==> config.mk <==
export PLATFORM = sky130hd
export DESIGN_NAME = intersection_phase_scheduler_flat
export DESIGN_NICKNAME = d
export VERILOG_FILES = /design/src/rtl/intersection_phase_scheduler_pkg.sv /design/src/rtl/intersection_phase_scheduler_if.sv /design/src/rtl/intersection_phase_scheduler_timer.sv /design/src/rtl/intersection_phase_scheduler.sv /design/src/flat_wrapper.sv
export SDC_FILE = /design/constraint.sdc
export NUM_CORES = 1
export LEC_CHECK = 0
export CAP_MARGIN = 30
export CORE_MARGIN = 2
export CORE_UTILIZATION = 40
export CTS_BUF_LIST = sky130_fd_sc_hd__clkbuf_8
export DETAILED_ROUTE_END_ITERATION = 8
export HOLD_SLACK_MARGIN = 0.06
export PLACE_DENSITY = 0.69
export SLEW_MARGIN = 0
export SYNTH_ARGS = -nofsm -noshare
export SYNTH_HDL_FRONTEND = slang
export SYNTH_HIERARCHICAL = 1
export SYNTH_SLANG_ARGS = --single-unit
==> constraint.sdc <==
create_clock -name clk -period 2.8 [get_ports clk]
set_input_delay 0.42 -clock clk [delete_from_list [all_inputs] [get_ports clk]]
set_output_delay 0.42 -clock clk [all_outputs]
set_load 0.01 [all_outputs]
==> src/rtl/intersection_phase_scheduler_pkg.sv <==
// traffic_pkg: light codes and phase codes shared with the signal-head drivers
package traffic_pkg;
  typedef enum logic [1:0] {RED = 2'b00, GREEN = 2'b01, YELLOW = 2'b10} light_t;
  typedef enum logic [2:0] {
    ALLRED_INIT = 3'd0,
    NS_GREEN    = 3'd1,
    NS_YELLOW   = 3'd2,
    ALLRED      = 3'd3,
    PED_WALK    = 3'd4,
    EW_GREEN    = 3'd5,
    EW_YELLOW   = 3'd6
  } phase_t;
endpackage

==> src/rtl/intersection_phase_scheduler_if.sv <==
// intersection_phase_scheduler_if: sensor inputs and signal-head outputs of the scheduler
interface intersection_phase_scheduler_if;
  import traffic_pkg::*;
  logic car_ns, car_ew, ped_req, ped_ack, walk;
  light_t light_ns, light_ew;
  phase_t phase;
  modport master(output car_ns, car_ew, ped_req, input ped_ack, light_ns, light_ew, walk, phase);
  modport slave(input car_ns, car_ew, ped_req, output ped_ack, light_ns, light_ew, walk, phase);
endinterface

==> src/rtl/intersection_phase_scheduler_timer.sv <==
// phase_timer: saturating cycle counter, cleared on every phase change
module phase_timer #(
  parameter int unsigned CNT_W = 4
) (
  input  logic             clk,
  input  logic             rst_n,
  input  logic             clear,
  input  logic             en,
  output logic [CNT_W-1:0] count
);
  always_ff @(posedge clk or negedge rst_n)
    if (!rst_n) count <= '0;
    else if (clear) count <= '0;
    else if (en && count != '1) count <= count + CNT_W'(1);
endmodule

==> src/rtl/intersection_phase_scheduler.sv <==
// intersection_phase_scheduler: NS/EW/pedestrian phase sequencing with all-red clearance
module intersection_phase_scheduler
  import traffic_pkg::*;
#(
  parameter int unsigned GREEN_MIN   = 8,
  parameter int unsigned GREEN_MAX   = 15,
  parameter int unsigned YELLOW_TIME = 4,
  parameter int unsigned ALLRED_TIME = 2,
  parameter int unsigned WALK_TIME   = 10,
  parameter int unsigned CNT_W       = 4
) (
  input logic clk,
  input logic rst_n,
  intersection_phase_scheduler_if.slave bus
);
  typedef logic [CNT_W-1:0] cnt_t;
  localparam cnt_t G_MIN = cnt_t'(GREEN_MIN - 1);
  localparam cnt_t G_MAX = cnt_t'(GREEN_MAX - 1);
  localparam cnt_t Y_END = cnt_t'(YELLOW_TIME - 1);
  localparam cnt_t R_END = cnt_t'(ALLRED_TIME - 1);
  localparam cnt_t W_END = cnt_t'(WALK_TIME - 1);
  localparam int unsigned T_MAX = (1 << CNT_W) - 1;
  if (GREEN_MIN > GREEN_MAX || GREEN_MIN == 0 || YELLOW_TIME == 0 || ALLRED_TIME == 0 ||
      WALK_TIME == 0 || GREEN_MAX > T_MAX || YELLOW_TIME > T_MAX || ALLRED_TIME > T_MAX ||
      WALK_TIME > T_MAX) begin : g_param_check
    $error("intersection_phase_scheduler: illegal timing parameters");
  end
  phase_t state, nxt;
  cnt_t timer;
  logic ped_pending, next_ew, walk_entry;
  phase_timer #(.CNT_W(CNT_W)) u_timer (
    .clk(clk),
    .rst_n(rst_n),
    .clear(nxt != state),
    .en(1'b1),
    .count(timer)
  );
  // Green yields only when the other road or the crossing is waiting.
  always_comb begin
    nxt = state;
    case (state)
      ALLRED_INIT: if (timer == R_END) nxt = ped_pending ? PED_WALK : NS_GREEN;
      NS_GREEN:    if ((bus.car_ew || ped_pending) &&
                       ((timer >= G_MIN && !bus.car_ns) || timer >= G_MAX)) nxt = NS_YELLOW;
      NS_YELLOW:   if (timer == Y_END) nxt = ALLRED;
      ALLRED:      if (timer == R_END) nxt = ped_pending ? PED_WALK : next_ew ? EW_GREEN : NS_GREEN;
      PED_WALK:    if (timer == W_END) nxt = next_ew ? EW_GREEN : NS_GREEN;
      EW_GREEN:    if ((bus.car_ns || ped_pending) &&
                       ((timer >= G_MIN && !bus.car_ew) || timer >= G_MAX)) nxt = EW_YELLOW;
      EW_YELLOW:   if (timer == Y_END) nxt = ALLRED;
      default:     nxt = ALLRED_INIT;
    endcase
  end
  assign walk_entry = nxt == PED_WALK && state != PED_WALK;
  // Outputs are registered from the next state so they change on the entering edge.
  always_ff @(posedge clk or negedge rst_n)
    if (!rst_n) begin
      state        <= ALLRED_INIT;
      ped_pending  <= 1'b0;
      next_ew      <= 1'b0;
      bus.light_ns <= RED;
      bus.light_ew <= RED;
      bus.walk     <= 1'b0;
      bus.ped_ack  <= 1'b0;
      bus.phase    <= ALLRED_INIT;
    end else begin
      state        <= nxt;
      ped_pending  <= bus.ped_req | (ped_pending & !walk_entry);
      if ((state == NS_YELLOW || state == EW_YELLOW) && nxt == ALLRED) next_ew <= state == NS_YELLOW;
      bus.light_ns <= nxt == NS_GREEN ? GREEN : nxt == NS_YELLOW ? YELLOW : RED;
      bus.light_ew <= nxt == EW_GREEN ? GREEN : nxt == EW_YELLOW ? YELLOW : RED;
      bus.walk     <= nxt == PED_WALK;
      bus.ped_ack  <= walk_entry;
      bus.phase    <= nxt;
    end
endmodule

==> src/flat_wrapper.sv <==
// flat-port wrapper written by rule: the top's interface ports become plain ports
module intersection_phase_scheduler_flat import traffic_pkg::*;
#(
  parameter int unsigned GREEN_MIN   = 8,
  parameter int unsigned GREEN_MAX   = 15,
  parameter int unsigned YELLOW_TIME = 4,
  parameter int unsigned ALLRED_TIME = 2,
  parameter int unsigned WALK_TIME   = 10,
  parameter int unsigned CNT_W       = 4
)
  (clk, rst_n, bus_car_ns, bus_car_ew, bus_ped_req, bus_ped_ack, bus_light_ns, bus_light_ew, bus_walk, bus_phase);
  intersection_phase_scheduler_if bus_i ();
  input logic clk;
  input logic rst_n;
  input wire logic [$bits(bus_i.car_ns)-1:0] bus_car_ns;
  input wire logic [$bits(bus_i.car_ew)-1:0] bus_car_ew;
  input wire logic [$bits(bus_i.ped_req)-1:0] bus_ped_req;
  output wire logic [$bits(bus_i.ped_ack)-1:0] bus_ped_ack;
  output wire logic [$bits(bus_i.light_ns)-1:0] bus_light_ns;
  output wire logic [$bits(bus_i.light_ew)-1:0] bus_light_ew;
  output wire logic [$bits(bus_i.walk)-1:0] bus_walk;
  output wire logic [$bits(bus_i.phase)-1:0] bus_phase;
  assign bus_i.car_ns = bus_car_ns;
  assign bus_i.car_ew = bus_car_ew;
  assign bus_i.ped_req = bus_ped_req;
  assign bus_ped_ack = bus_i.ped_ack;
  assign bus_light_ns = bus_i.light_ns;
  assign bus_light_ew = bus_i.light_ew;
  assign bus_walk = bus_i.walk;
  assign bus_phase = bus_i.phase;
  intersection_phase_scheduler #(.GREEN_MIN(GREEN_MIN), .GREEN_MAX(GREEN_MAX), .YELLOW_TIME(YELLOW_TIME), .ALLRED_TIME(ALLRED_TIME), .WALK_TIME(WALK_TIME), .CNT_W(CNT_W)) u_core (.clk(clk), .rst_n(rst_n), .bus(bus_i));
endmodule
Yosys cells after proc, flatten, opt, wreduce, memory -nomap -nowiden
Cells that the tools add are included.

Flip-flop bits (word level): 15. Latch bits: 0. RAM bits: 0. ROM bits: 0. Bits of input ports: 5. Output and inout bits: 9. Word-level logic and storage cells: 64. Memories: 0.

$add $sub $neg: 1. Multipliers: 0. Divide/modulo/power cells: 0. Order comparisons: 2. Equal/unequal tests: 18. Shift operators: 0. Mux-type cells: 16. Bitwise operators: 2. Reduce and logical (&&, ||, !) cells: 17.

Operator list (number): 3-bit 2-to-1 mux (9); 3-bit equality test, second input constant (6); 3-bit case mux with 6 select lines (1); 3-bit by 2-bit equality test with 1-bit output, second input constant (4); 2-bit 2-to-1 mux (4); 4-bit 2-to-1 mux (2); 3-bit by 1-bit equality test with 1-bit output, second input constant (2); 1-bit logical AND (6); 1-bit logical OR (5); 4-bit by 1-bit adder with 4-bit output, second input constant (1); 4-bit by 1-bit equality test with 1-bit output, second input constant (1); 4-bit by 2-bit equality test with 1-bit output, second input constant (1); 4-bit equality test, second input constant (1); 4-bit by 3-bit greater-or-equal comparator with 1-bit output, second input constant (1); 4-bit greater-or-equal comparator, second input constant (1); 4-bit inequality test, second input constant (1); 1-bit zero test (3); 3-bit zero test (1); 3-bit inequality test (1); 3-bit inequality test, second input constant (1); 2-bit nonzero test (1); 2-bit OR reduction (1); 1-bit bitwise AND (1); 1-bit bitwise OR (1).

Depth between registers and ports, before layout
Gate-level depths: netlist of run 1.

Depth after elaboration: 11. Gate-level depth with buffers: 8. Gate-level depth less buffers: 7.

Modules after synthesis
Netlist of run 1, hierarchy kept.

Modules (own cells, without submodules): intersection_phase_scheduler (times used 1, cells each 79, area each 752.0 um2); phase_timer (times used 1, cells each 20, area each 229.0 um2).

Worst setup path after synthesis of run 1
OpenSTA, ideal clock, no wires.

Path type: register to register. Start point: register u_core.u_timer.count[3]. End point: register u_core.u_timer.count[0]. Library setup time: 0.125 ns. Arrival: 2.247 ns. Required time: 2.675 ns. Slack: 0.428 ns. Cell stages (with the launch flop): 8. Period minus slack after synthesis: 2.372 ns. Cells stage by stage: dfrtp_1 -> or4b_4 -> or4_4 -> o211a_4 -> nor3b_1 -> o21ai_2 -> nor2b_1 -> mux2_4.

Word-level cells in the longest chain between the ends: 8. Elaborated cells between the ends (all ways): 22.

Ends and longest elaborated chain: start: declaration (line intersection_phase_scheduler_timer.sv:9) `output logic [CNT_W-1:0] count`; start signal: assignment (line intersection_phase_scheduler_timer.sv:14) `else if (en && count != '1) count <= count + CNT_W'(1);`; 4-bit by 3-bit greater-or-equal comparator with 1-bit output (line intersection_phase_scheduler.sv:44, intersection_phase_scheduler.sv:49); 1-bit logical AND (on tied branches) (line intersection_phase_scheduler.sv:49, intersection_phase_scheduler.sv:44); 1-bit logical OR (on tied branches) (line intersection_phase_scheduler.sv:49, intersection_phase_scheduler.sv:44); 1-bit logical AND (on tied branches) (line intersection_phase_scheduler.sv:48, intersection_phase_scheduler.sv:43); 3-bit 2-to-1 mux (on tied branches) (line intersection_phase_scheduler.sv:48, intersection_phase_scheduler.sv:43); 3-bit case mux with 6 select lines (line intersection_phase_scheduler.sv:41) `case (state)`; 3-bit inequality test (line intersection_phase_scheduler.sv:34) `.clear(nxt != state),`; 4-bit 2-to-1 mux or 2-bit nonzero test (tied branches).

Parallel ways exist; a longest one is shown, timed or not. A chain may end at the register's enable or synchronous reset.

Final worst setup path of run 1
Same ends and word-level chain as after synthesis.

==> metrics.md, run 1 <==
| Metric | Value |
|---|---|
| CTS Hold Bufs | `0` |
| Worst Skew | `0.00175 ns` |
| Slew at the pin closest to its max-slew limit | `0.670 ns` |
| Starting DRT DRC Count | `20` |
| Pre-CTS setup slack | `0.280 ns` |
| Die area | `approximately 2900 sq um` |
| Final net count | `124` |
| Number of synthesized register bits | `15` |
| Critical path arrival | `2.68 ns` |
| Vias | `roughly 830` |
| # Max-Cap Violations | `0` |
| Postcts setup bufs | `0` |
| Setup-failing EPs final | `0` |
| Asr flop ratio synth | `100%` |
| GPL Wtd Cong | `0.816` |
| R2r worst-path depth | `7` |
| Total track usage | `17.6%` |
| Tightest Hold Check Type | `register to register` |
| Max FO, Critical Path | `12` |
| Slew HR | `55.2%` |
| Syn Inst Count | `99` |
| Post-synth EDFFs | `0` |
| Clock Latency Late Sink | `0.25 ns` |
| Ratio of cells with drive above 1 in the final layout | `a little under a fifth` |
| Clock buffer depth | `2` |
| Cts bufs inserted | `3` |
| H-tree Lvls | `1` |
| Pre-antenna DRT Iters | `4` |
| Final Slew Violations | `0` |
| Clk sinks | `15` |
| PortBufs | `13` |
| Nature of the critical path endpoint | `register` |
| Die Ht | `around 54 um` |
| Crit share post-route | `between 90% and 100%` |
| Post-layout minimum cycle time | `2.55 ns` |
| Unrepaired setup endpoints after global routing | `false` |
| Starting density of the core | `a little over two fifths` |
| Fmax | `393 MHz` |
| Worst setup SP type | `register` |
| GRT overflow | `0` |
| Critical path required time | `between 2 and 3 ns` |
| Area Overhead vs Synth | `21.6%` |
| Pin count of the biggest net entering global routing | `17` |
| Post-route ant nets | `0` |
| Root Buffer | `clkbuf_8` |
| Syn Area/Cell | `9.91 sq um` |
| Avg WL per Cell | `14.9 um` |
| Syn Std Cell Area | `981 sq um` |
| Fin worst setup slack | `0.254 ns` |
| Antenna cells | `0` |
| Top_reg_cell synth | `dfrtp_1` |
| Vias in the first global route | `between 700 and 800` |
| Final wirelength | `2.17 mm` |
| First-pass GRT wire length | `around 3.7 mm` |
| Rows | `17` |
| Final TNS setup | `0 ns` |
| Synth warn | `6` |
| Die width | `~54 um` |
| Post-synth cell types | `53` |
| CTS tree | `yes` |
| Vias per cell | `5.75` |
| Leakage Power | `0.485 nW` |
| Hpwl dp | `1.58 mm` |
| I/O Pins | `14` |
| Initial antenna violation count | `0` |
| Power per standard cell area | `791 nW/um^2` |
| Hold path cells | `2` |
| DRC Markers | `0` |
| Post-synthesis sequential area ratio | `a little under two fifths` |
| Worst-path clk slew | `0.06 ns` |
| Core ar. | `2280 sq um` |
| Status | `finished, final reports clean` |
| Critical Setup Path Class | `register to register` |
| Maximum vdd drop | `0.591 mV` |
| Fin. Hold Viols | `0` |
| Resized cells post-CTS | `0` |
-- power by group --
part	leakage, nW	switching [mW]	internal [mW]
sequential	0.193	0.0796	0.272
combinational	0.267	0.202	0.212
clock	0.0255	0.0801	0.0987
-- worst max-delay path, cell delays in order, from the launching register on --
cell and delay [ns]:
dfrtp_1 0.48, or4b_4 0.59, or4_4 0.44, o211a_4 0.18
nor3b_1 0.15, o21ai_2 0.26, nor2b_1 0.08, mux2_4 0.27
-- routing by layer --
| metal | share of wire, % | GRT usage (%) | vias to the layer above |
|---|---|---|---|
| li1 | - | - | 407 |
| met1 | 47 | 22.3 | 403 |
| met2 | 49 | 29.6 | 22 |
| met3 | 4.3 | 5.37 | 2 |
| met4 | 0.28 | 3.42 | 0 |
| met5 | 0 | 0 | - |
-- path summary, 6_finish.rpt --
check / startpoint / to / slack (ns)
setup / recovery: u_core/u_timer/count[3] / u_core/u_timer/count[0] / 0.25
hold / removal: u_core/next_ew / u_core/next_ew / 0.53
setup reg to reg: u_core/u_timer/count[3] / u_core/u_timer/count[0] / 0.25
hold reg to reg: u_core/next_ew / u_core/next_ew / 0.53
max in group asynchronous: rst_n / u_core/u_timer/count[3] / 1.80
min in group asynchronous: rst_n / u_core/bus.light_ew[1] / 0.58
-- cells by family (layout without fill, tap and decap cells) --
family,after synthesis,after routing,synth area share [%]
simple gates,44,44,30.9
compound gates,30,30,23.2
flops,15,15,38.3
buf+inv,6,21,3.44
mux,2,2,2.55
fa+ha+maj,1,1,1.28
other cells,1,4,0.382
-- synth_stat cells (2+ instances only) --
| cell type | number | area [sq um] |
|---|---|---|
| o31ai_1 | 2 | 15.0 |
| dfrtp_1 | 15 | 375 |
| nand2b_1 | 5 | 31.3 |
| a211oi_1 | 4 | 30.0 |
| nand2_1 | 4 | 15.0 |
| nor3_1 | 3 | 15.0 |
| o21ai_0 | 5 | 25.0 |
| a31oi_1 | 2 | 12.5 |
| clkbuf_1 | 2 | 7.51 |
| a211o_1 | 2 | 17.5 |
| o211ai_1 | 2 | 15.0 |
| a21oi_1 | 4 | 20.0 |
| and3_1 | 2 | 12.5 |
| nor2_1 | 7 | 26.3 |
| nor2b_1 | 2 | 12.5 |
-- registers in the layout, summed over array words and instances, names as in the netlist --
signal,flops
u_core/bus.light_ns,2
u_core/ped_pending,1
u_core/bus.walk,1
u_core/next_ew,1
u_core/bus.light_ew,2
u_core/bus.ped_ack,1
u_core/u_timer/count,4
u_core/state,3
-- per-stage QoR --
stage / cells / util, % / cell area, sq um / total power, mW / hold WS (ns)
after global routing: 145 / 52.4 / 1190 / 1.02 / 0.552
after global placement: 141 / 50.4 / 1150 / 0.753 / 0.503
after CTS: 145 / 52.4 / 1190 / 0.946 / 0.530
after detailed placement: 141 / 50.4 / 1150 / 0.765 / 0.514
final: 145 / 52.4 / 1190 / 0.944 / 0.529
after floorplan: 102 / - / 992 / 0.634 / 0.124
-- layout by cell type (no fill, tap or decap), drive strengths merged, types with 2 or more instances in the layout --
cell type,Yosys,final
clkdlybuf4s50,0,13
or4,2,2
nor2,7,7
o21ai,6,6
buf,2,2
a31oi,3,3
nand2b,5,5
o31ai,2,2
a211o,2,2
conb,1,4
nor2b,3,3
or4b,2,2
nor3,3,3
inv,2,2
a211oi,4,4
or2,2,2
dfrtp,15,15
nand2,5,5
and3,3,3
o211ai,2,2
clkbuf,2,3
a21oi,4,4
-- final cells by class --
class                   instances  area [sq um]
fillers                       202          1080
multi-input cells              81           583
flip-flops and latches         15           375
repair buffers                 15           145
clock buffers                   3          41.3
well taps                      28          35.0
inverters                       2          7.51
clock inverters                 1          5.00
No activity file was read; power rests on OpenSTA's default activity.
==> run 2, diff against run 1 <==
--- a/config.mk
+++ b/config.mk
@@ -11,9 +11,7 @@
 export CTS_BUF_LIST = sky130_fd_sc_hd__clkbuf_8
 export DETAILED_ROUTE_END_ITERATION = 8
 export HOLD_SLACK_MARGIN = 0.06
-export PLACE_DENSITY = 0.69
 export SLEW_MARGIN = 0
 export SYNTH_ARGS = -nofsm -noshare
 export SYNTH_HDL_FRONTEND = slang
-export SYNTH_HIERARCHICAL = 1
 export SYNTH_SLANG_ARGS = --single-unit
==> run 2 against run 1 <==
Compared with the run above:
- critical path depth down 1
- synthesized area is 6.4% lower
- sequential share of layout area grew 3.0 points
- wire length decreased by 8.0%
- global-route usage down 0.22 points
- fmax rose by 21%
- cell count down 8.3%
- via count decreased by 7.1%
- critical path type unchanged
- critical endpoint is now u_core.bus.light_ns[0]
==> metrics.md, run 2 <==
| Metric | Value |
|---|---|
| Status | `finished, final reports clean` |
| Dpl cell area | `1040 sq um (-9.0%)` |
| Initial antenna violation count | `0 (unchanged)` |
| Crit share post-route | `75.3% (-16 points)` |
| Post-synth cell types | `44 (-17%)` |
| Starting density of the core | `41.9% (-1.2 points)` |
| PortBufs | `13 (unchanged)` |
| Final TNS setup | `0 ns (unchanged)` |
| Commonest cells after routing, fill and taps aside | `dfrtp_1, clkdlybuf4s50_1, nor2_1, inv_1` |
| Synth warn | `0 (-6)` |
| Synth top cells by count | `dfrtp_1, nor2_1, inv_1` |
| Worst-path clk slew | `0.06 ns (about the same)` |
| Syn Std Cell Area | `918 sq um (-6.4%)` |
| Setup-failing EPs final | `0 (unchanged)` |
| Post-synthesis compound-gate area fraction | `23.3% (+0.083 points)` |
| Clk sinks | `15 (unchanged)` |
| Syn Nets | `102` |
| Syn Inst Count | `94 (-5.1%)` |
| Asr flop ratio synth | `100% (unchanged)` |
| Root Buffer | `clkbuf_8` |
| Leakage Power | `0.471 nW (-2.8%)` |
| Tightest Hold Check Type | `register to register` |
| Cts bufs inserted | `3 (unchanged)` |
| Rows | `17 (unchanged)` |
| Post-Layout Cell Count | `133 (-8.3%)` |
| Largest family of logic cells by synthesized area | `compound AO/OA/AOI/OAI gates` |
| DRC Markers | `0 (unchanged)` |
| CTS tree | `yes` |
| Starting DRT DRC Count | `19 (-5.0%)` |
| Placed Cells | `129 (-8.5%)` |
| Share of the synthesized area in the top cell type | `40.9% (+2.6 points)` |
| Area Overhead vs Synth | `18.5%` |
| Post-synthesis mux area share | `1.23% (-1.3 points)` |
| H-tree Lvls | `1 (unchanged)` |
| Hpwl dp | `1.44 mm (-9.2%)` |
| Number of synthesized register bits | `15 (unchanged)` |
| Critical Setup Path Class | `register to register` |
| Top post-synthesis cells by area | `dfrtp_1, ha_1, nor2_1` |
| Core ar. | `2190 sq um (-3.7%)` |
| Top_reg_cell synth | `dfrtp_1` |
| Syn Area/Cell | `9.77 sq um (-1.4%)` |
| Adder-cell share of the synthesized area | `4.09% (+2.8 points)` |
| Commonest non-fill, non-tap cell in the layout | `dfrtp_1` |
| Post-synthesis simple-gate area fraction | `22.8% (-8.1 points)` |
| Postcts setup bufs | `0 (unchanged)` |
| Post-synth EDFFs | `0 (unchanged)` |
| Total track usage | `17.4% (-0.22 points)` |
| Final core utilization | `49.7% (-2.7 points)` |
| Fin worst setup slack | `0.692 ns (+0.437 ns)` |
| Post-layout minimum cycle time | `2.11 ns (-0.437 ns)` |
| XOR/XNOR share of the synthesized area | `0.954% (+0.95 points)` |
| Worst setup SP type | `register` |
| Final wirelength | `1.99 mm (-8.0%)` |
| Pre-CTS setup slack | `0.743 ns (+0.462 ns)` |
| Clock buffer depth | `2 (unchanged)` |
| Nature of the critical path endpoint | `register` |
| Die area | `2700 sq um (-5.9%)` |
| Vias | `775 (-7.1%)` |
| Critical path required time | `2.98 ns (+0.04 ns)` |
| CTS Hold Bufs | `0 (unchanged)` |
| Antenna cells | `0 (unchanged)` |
| Pre-antenna DRT Iters | `5 (+1)` |
| Avg WL per Cell | `15.0 um (+0.31%)` |
| Post-synthesis sequential area ratio | `40.9% (+2.6 points)` |
| Max FO, Critical Path | `6 (-6)` |
| Die Ht | `51.9 um (-3.0%)` |
| Slew HR | `52.8% (-2.4 points)` |
| Max reg flops | `4 (unchanged)` |
| GPL Wtd Cong | `0.837 (+2.5%)` |
| Worst Skew | `0.00252 ns (+0.000775 ns)` |
| Maximum vdd drop | `0.624 mV (+5.5%)` |
| Vias per cell | `5.83 (+1.3%)` |
| Pin count of the biggest net entering global routing | `16 (-1)` |
| Unrepaired setup endpoints after global routing | `false` |
| Die width | `51.9 um (-3.0%)` |
| GRT overflow | `0 (unchanged)` |
| Ratio of cells with drive above 1 in the final layout | `10.5% (-8.3 points)` |
| Final Slew Violations | `0 (unchanged)` |
| Resized cells post-CTS | `0 (unchanged)` |
| First-pass GRT wire length | `3.35 mm (-8.8%)` |
| Fmax | `474 MHz (+21%)` |
| Post-route ant nets | `0 (unchanged)` |
| Critical path arrival | `2.29 ns (-0.39 ns)` |
| Most common cell in the netlist | `dfrtp_1` |
| Slew at the pin closest to its max-slew limit | `0.704 ns (+0.0334 ns)` |
| # Max-Cap Violations | `0 (unchanged)` |
| Area leader, netlist | `dfrtp_1` |
| Biggest register | `u_core.u_timer.count` |
| I/O Pins | `14 (unchanged)` |
| Clock Latency Late Sink | `0.25 ns (about the same)` |
| Final instance area | `1090 sq um (-8.7%)` |
| Fin. Hold Viols | `0 (unchanged)` |
| Power per standard cell area | `1120 nW/um^2 (+41%)` |
| Largest regs | `u_core.u_timer.count: 4 flops, u_core.bus.phase: 3 flops` |
| Vias in the first global route | `729 (-8.1%)` |
| Final net count | `114 (-8.1%)` |
-- run 2: stage by stage --
stage	hold slack, ns	power, mW
final	0.531	1.21
after global routing	0.569	1.32
after CTS	0.525	1.22
after detailed placement	0.512	1.05
after global placement	0.508	1.03
after floorplan	0.124	0.871
-- run 2: final timing paths --
| path | startpoint | to | slack [ns] | depth (start not counted) |
|---|---|---|---|---|
| setup / recovery | u_core.u_timer.count[1] | u_core.bus.light_ns[0] | 0.69 | 6 |
| hold / removal | u_core.next_ew | u_core.next_ew | 0.53 | 2 |
| setup reg to reg | u_core.u_timer.count[1] | u_core.bus.light_ns[0] | 0.69 | 6 |
| hold reg to reg | u_core.next_ew | u_core.next_ew | 0.53 | 2 |
| max in group asynchronous | rst_n | u_core.bus.ped_ack | 1.78 | 1 |
| min in group asynchronous | rst_n | u_core.bus.walk | 0.58 | 1 |
-- run 2: cell families (layout without fill, tap and decap cells) --
group / Yosys count / in the layout
adders and majority gates: 3 / 3
buffers and inverters: 12 / 23
xor gates and xnor gates: 1 / 1
DFF: 15 / 15
and+or+nand+nor: 36 / 36
muxes: 1 / 1
AOI/OAI and AO/OA: 26 / 26
-- run 2: critical path: stages (launching register included) --
cell and delay [ns]:
dfrtp_1 0.43, inv_1 0.08, ha_1 0.23, nor3b_4 0.32, o21ai_2 0.09, a222oi_1 0.61
o311a_1 0.28
-- run 2: layer usage --
metal / wire, um / share of wire (%) / global-route usage (%) / vias to the layer above
li1: - / - / - / 378
met1: 902 / 45 / 22.0 / 379
met2: 973 / 49 / 27.2 / 13
met3: 66 / 3.3 / 3.45 / 5
met4: 49 / 2.5 / 10.5 / 0
met5: 0 / 0 / 0 / -
-- run 2: power by group --
part | switching [mW] | internal, mW | leakage, nW | total [mW]
logic | 0.290 | 0.292 | 0.257 | 0.582
registers | 0.147 | 0.312 | 0.188 | 0.459
clock network | 0.0755 | 0.0972 | 0.0269 | 0.173
total | 0.513 | 0.702 | 0.471 | 1.21
-- run 2: final cells by class --
cell class	count	area [sq um]
multi-input combinational	67	480
clock inverter	1	3.75
tap	28	35.0
fill	203	1100
timing repair buffer	13	130
inverter	6	22.5
clock buffer	3	41.3
sequential	15	375
==> run 3, diff against run 2 <==
==> constraint.sdc (replaced) <==
create_clock -name clk -period 1.81 [get_ports clk]
set_input_delay 0.2715 -clock clk [delete_from_list [all_inputs] [get_ports clk]]
set_output_delay 0.2715 -clock clk [all_outputs]
set_load 0.01 [all_outputs]
==> run 3 against run 2 <==
Compared with the run above:
- count of clock-buffer cells in the layout unchanged
- cell count up 11%
- first-iteration DRC count down 37%
- critical path type unchanged
- clock power up 61%
- largest cell class unchanged
- power up 87%
- fmax up 18%
==> metrics.md, run 3 (synthesized netlist as in run 2, its figures left out) <==
| Metric | Value |
|---|---|
| CTS tree | `yes` |
| Critical path arrival | `1.97 ns (-0.32 ns)` |
| GPL Wtd Cong | `0.779 (-6.9%)` |
| Status | `finished, final reports clean` |
| Worst Path Buf+Inv | `2 (+1)` |
| PortBufs | `13 (unchanged)` |
| # Max-Cap Violations | `0 (unchanged)` |
| Commonest cells after routing, fill and taps aside | `clkdlybuf4s50_1, buf_4, dfrtp_1, nor2_1` |
| Crit share post-route | `98.6% (+23 points)` |
| Fin. Hold Viols | `0 (unchanged)` |
| First-pass GRT wire length | `3.57 mm (+6.6%)` |
| Max FO, Critical Path | `5 (-1)` |
| Fin worst setup slack | `0.0258 ns (-0.666 ns)` |
| Worst flop-to-flop path endpoint | `u_core.bus.light_ns[0]` |
| Max reg flops | `4 (unchanged)` |
| I/O Pins | `14 (unchanged)` |
| Clk sinks | `15 (unchanged)` |
| Power Total | `2.28 mW (+87%)` |
| Slew HR | `68.1% (+15 points)` |
| GRT overflow | `0 (unchanged)` |
| Cts bufs inserted | `3 (unchanged)` |
| Clock buffer depth | `2 (unchanged)` |
| Worst setup SP type | `register` |
| Fmax | `560 MHz (+18%)` |
| Flop2flop setup slack | `0.03 ns (-0.67 ns)` |
| Pre-antenna DRT Iters | `4 (-1)` |
| Pin count of the biggest net entering global routing | `16 (unchanged)` |
| Core ar. | `2190 sq um (unchanged)` |
| Vias in the first global route | `825 (+13%)` |
| Nature of the critical path endpoint | `register` |
| Dpl cell area | `1140 sq um (+9.4%)` |
| Critical path's slowest cell | `dfrtp_2` |
| CTS Hold Bufs | `0 (unchanged)` |
| Rows | `17 (unchanged)` |
| Hpwl dp | `1.56 mm (+8.4%)` |
| Final Slew Violations | `0 (unchanged)` |
| Unrepaired setup endpoints after global routing | `true` |
| DRC Markers | `0 (unchanged)` |
| Antenna cells | `0 (unchanged)` |
| Largest regs | `u_core.u_timer.count: 4 flops, u_core.bus.phase: 3 flops` |
| Leakage Power | `0.548 nW (+16%)` |
| Starting DRT DRC Count | `12 (-7)` |
| Critical path startpoint | `u_core.u_timer.count[0]` |
| Biggest register | `u_core.u_timer.count` |
| Tightest Hold Check Type | `primary input to async pin` |
| CP Cell Sequence | `inv_2 > ha_4 > o211ai_1 > o211ai_1 > a222oi_1 > buf_4 > o311a_1` |
| Area Overhead vs Synth | `40.1%` |
| Pre-CTS setup slack | `-0.102 ns (-0.845 ns)` |
| Initial antenna violation count | `0 (unchanged)` |
| Total track usage | `18.2% (+0.80 points)` |
| Worst-path clk slew | `0.06 ns (about the same)` |
| Die area | `2700 sq um (unchanged)` |
| Critical Setup Path Class | `register to register` |
| RR Startpoint | `u_core.u_timer.count[0]` |
| Final wirelength | `2.29 mm (+15%)` |
| Ratio of cells with drive above 1 in the final layout | `34.5% (+24 points)` |
| H-tree Lvls | `1 (unchanged)` |
| R2r worst-path depth | `7 (+1)` |
| Critical path required time | `2.00 ns (-0.98 ns)` |
| Maximum vdd drop | `0.988 mV (+58%)` |
| Crit path max-delay family | `compound AO/OA/AOI/OAI gates` |
| Clock Latency Late Sink | `0.25 ns (about the same)` |
| Final TNS setup | `0 ns (unchanged)` |
| Post-route ant nets | `0 (unchanged)` |
| CP peak stage delay | `0.42 ns (-0.19 ns)` |
| Root Buffer | `clkbuf_8` |
| Worst Skew | `0.00319 ns (+0.000670 ns)` |
| Post-layout minimum cycle time | `1.78 ns (-0.324 ns)` |
| Vias per cell | `5.76 (-1.1%)` |
| Final core utilization | `58.7% (+9.0 points)` |
| Starting density of the core | `41.9% (unchanged)` |
| Vias | `847 (+9.3%)` |
| Power per standard cell area | `1770 nW/um^2 (+59%)` |
| Crit path top cell by count | `o211ai_1` |
| Setup-failing EPs final | `0 (unchanged)` |
| Avg WL per Cell | `15.6 um (+3.9%)` |
| WP depth | `7 (+1)` |
| Slew at the pin closest to its max-slew limit | `0.477 ns (-0.227 ns)` |
| Die Ht | `51.9 um (unchanged)` |
| Die width | `51.9 um (unchanged)` |
| Final instance area | `1290 sq um (+18%)` |
| Final net count | `128 (+12%)` |
| Crit path to | `u_core.bus.light_ns[0]` |
## run 3: metal layers
| layer | vias up | GRT usage, % | wire length, um |
|---|---|---|---|
| met1 | 417 | 21.9 | 971 |
| met3 | 7 | 3.16 | 89 |
| met2 | 19 | 31.0 | 1160 |
| met4 | 0 | 9.21 | 63 |
| met5 | - | 0 | 0 |
| li1 | 404 | - | - |
## run 3: area by class of cell
class | instances | area, sq um
Sequential cell | 15 | 378
Tap cell | 28 | 35.0
Inverter | 6 | 22.5
Multi-Input combinational cell | 67 | 566
Clock inverter | 1 | 5.00
Timing Repair Buffer | 27 | 239
Fill cell | 181 | 905
Clock buffer | 3 | 41.3
## run 3: how the worst min path moves through the flow
stage | start | end | slack, ns | depth (start not counted)
6_report | rst_n | u_core.bus.light_ns[1] | 0.33 | 2
2_1_floorplan | rst_n | u_core.bus.light_ew[0] | -0.02 | 0
3_3_place_gp | u_core.next_ew | u_core.next_ew | 0.50 | 2
4_1_cts | rst_n | u_core.bus.light_ns[1] | 0.33 | 2
3_5_place_dp | u_core.next_ew | u_core.next_ew | 0.51 | 2
5_1_grt | rst_n | u_core.bus.phase[2] | 0.35 | 2
## run 3: power by group
group	switching, mW	leakage (nW)	internal, mW	total (mW)
Clock	0.125	0.0255	0.153	0.278
Sequential	0.211	0.185	0.487	0.698
Combinational	0.603	0.338	0.696	1.30
Total	0.939	0.548	1.34	2.28
## run 3: what timing repair did
action | 4_1_cts | 5_1_grt
resized for setup | 6 | 18
pin swaps | 4 | 8
endpoints found under the setup margin | 8 | 13
buffers inserted | 1 | 0
## run 3: metrics by stage
| step | std cells | hold WS (ns) |
|---|---|---|
| 2_1_floorplan | 94 | -0.0241 |
| 3_3_place_gp | 142 | 0.502 |
| 3_5_place_dp | 142 | 0.508 |
| 4_1_cts | 147 | 0.329 |
| 5_1_grt | 147 | 0.352 |
| 6_report | 147 | 0.325 |
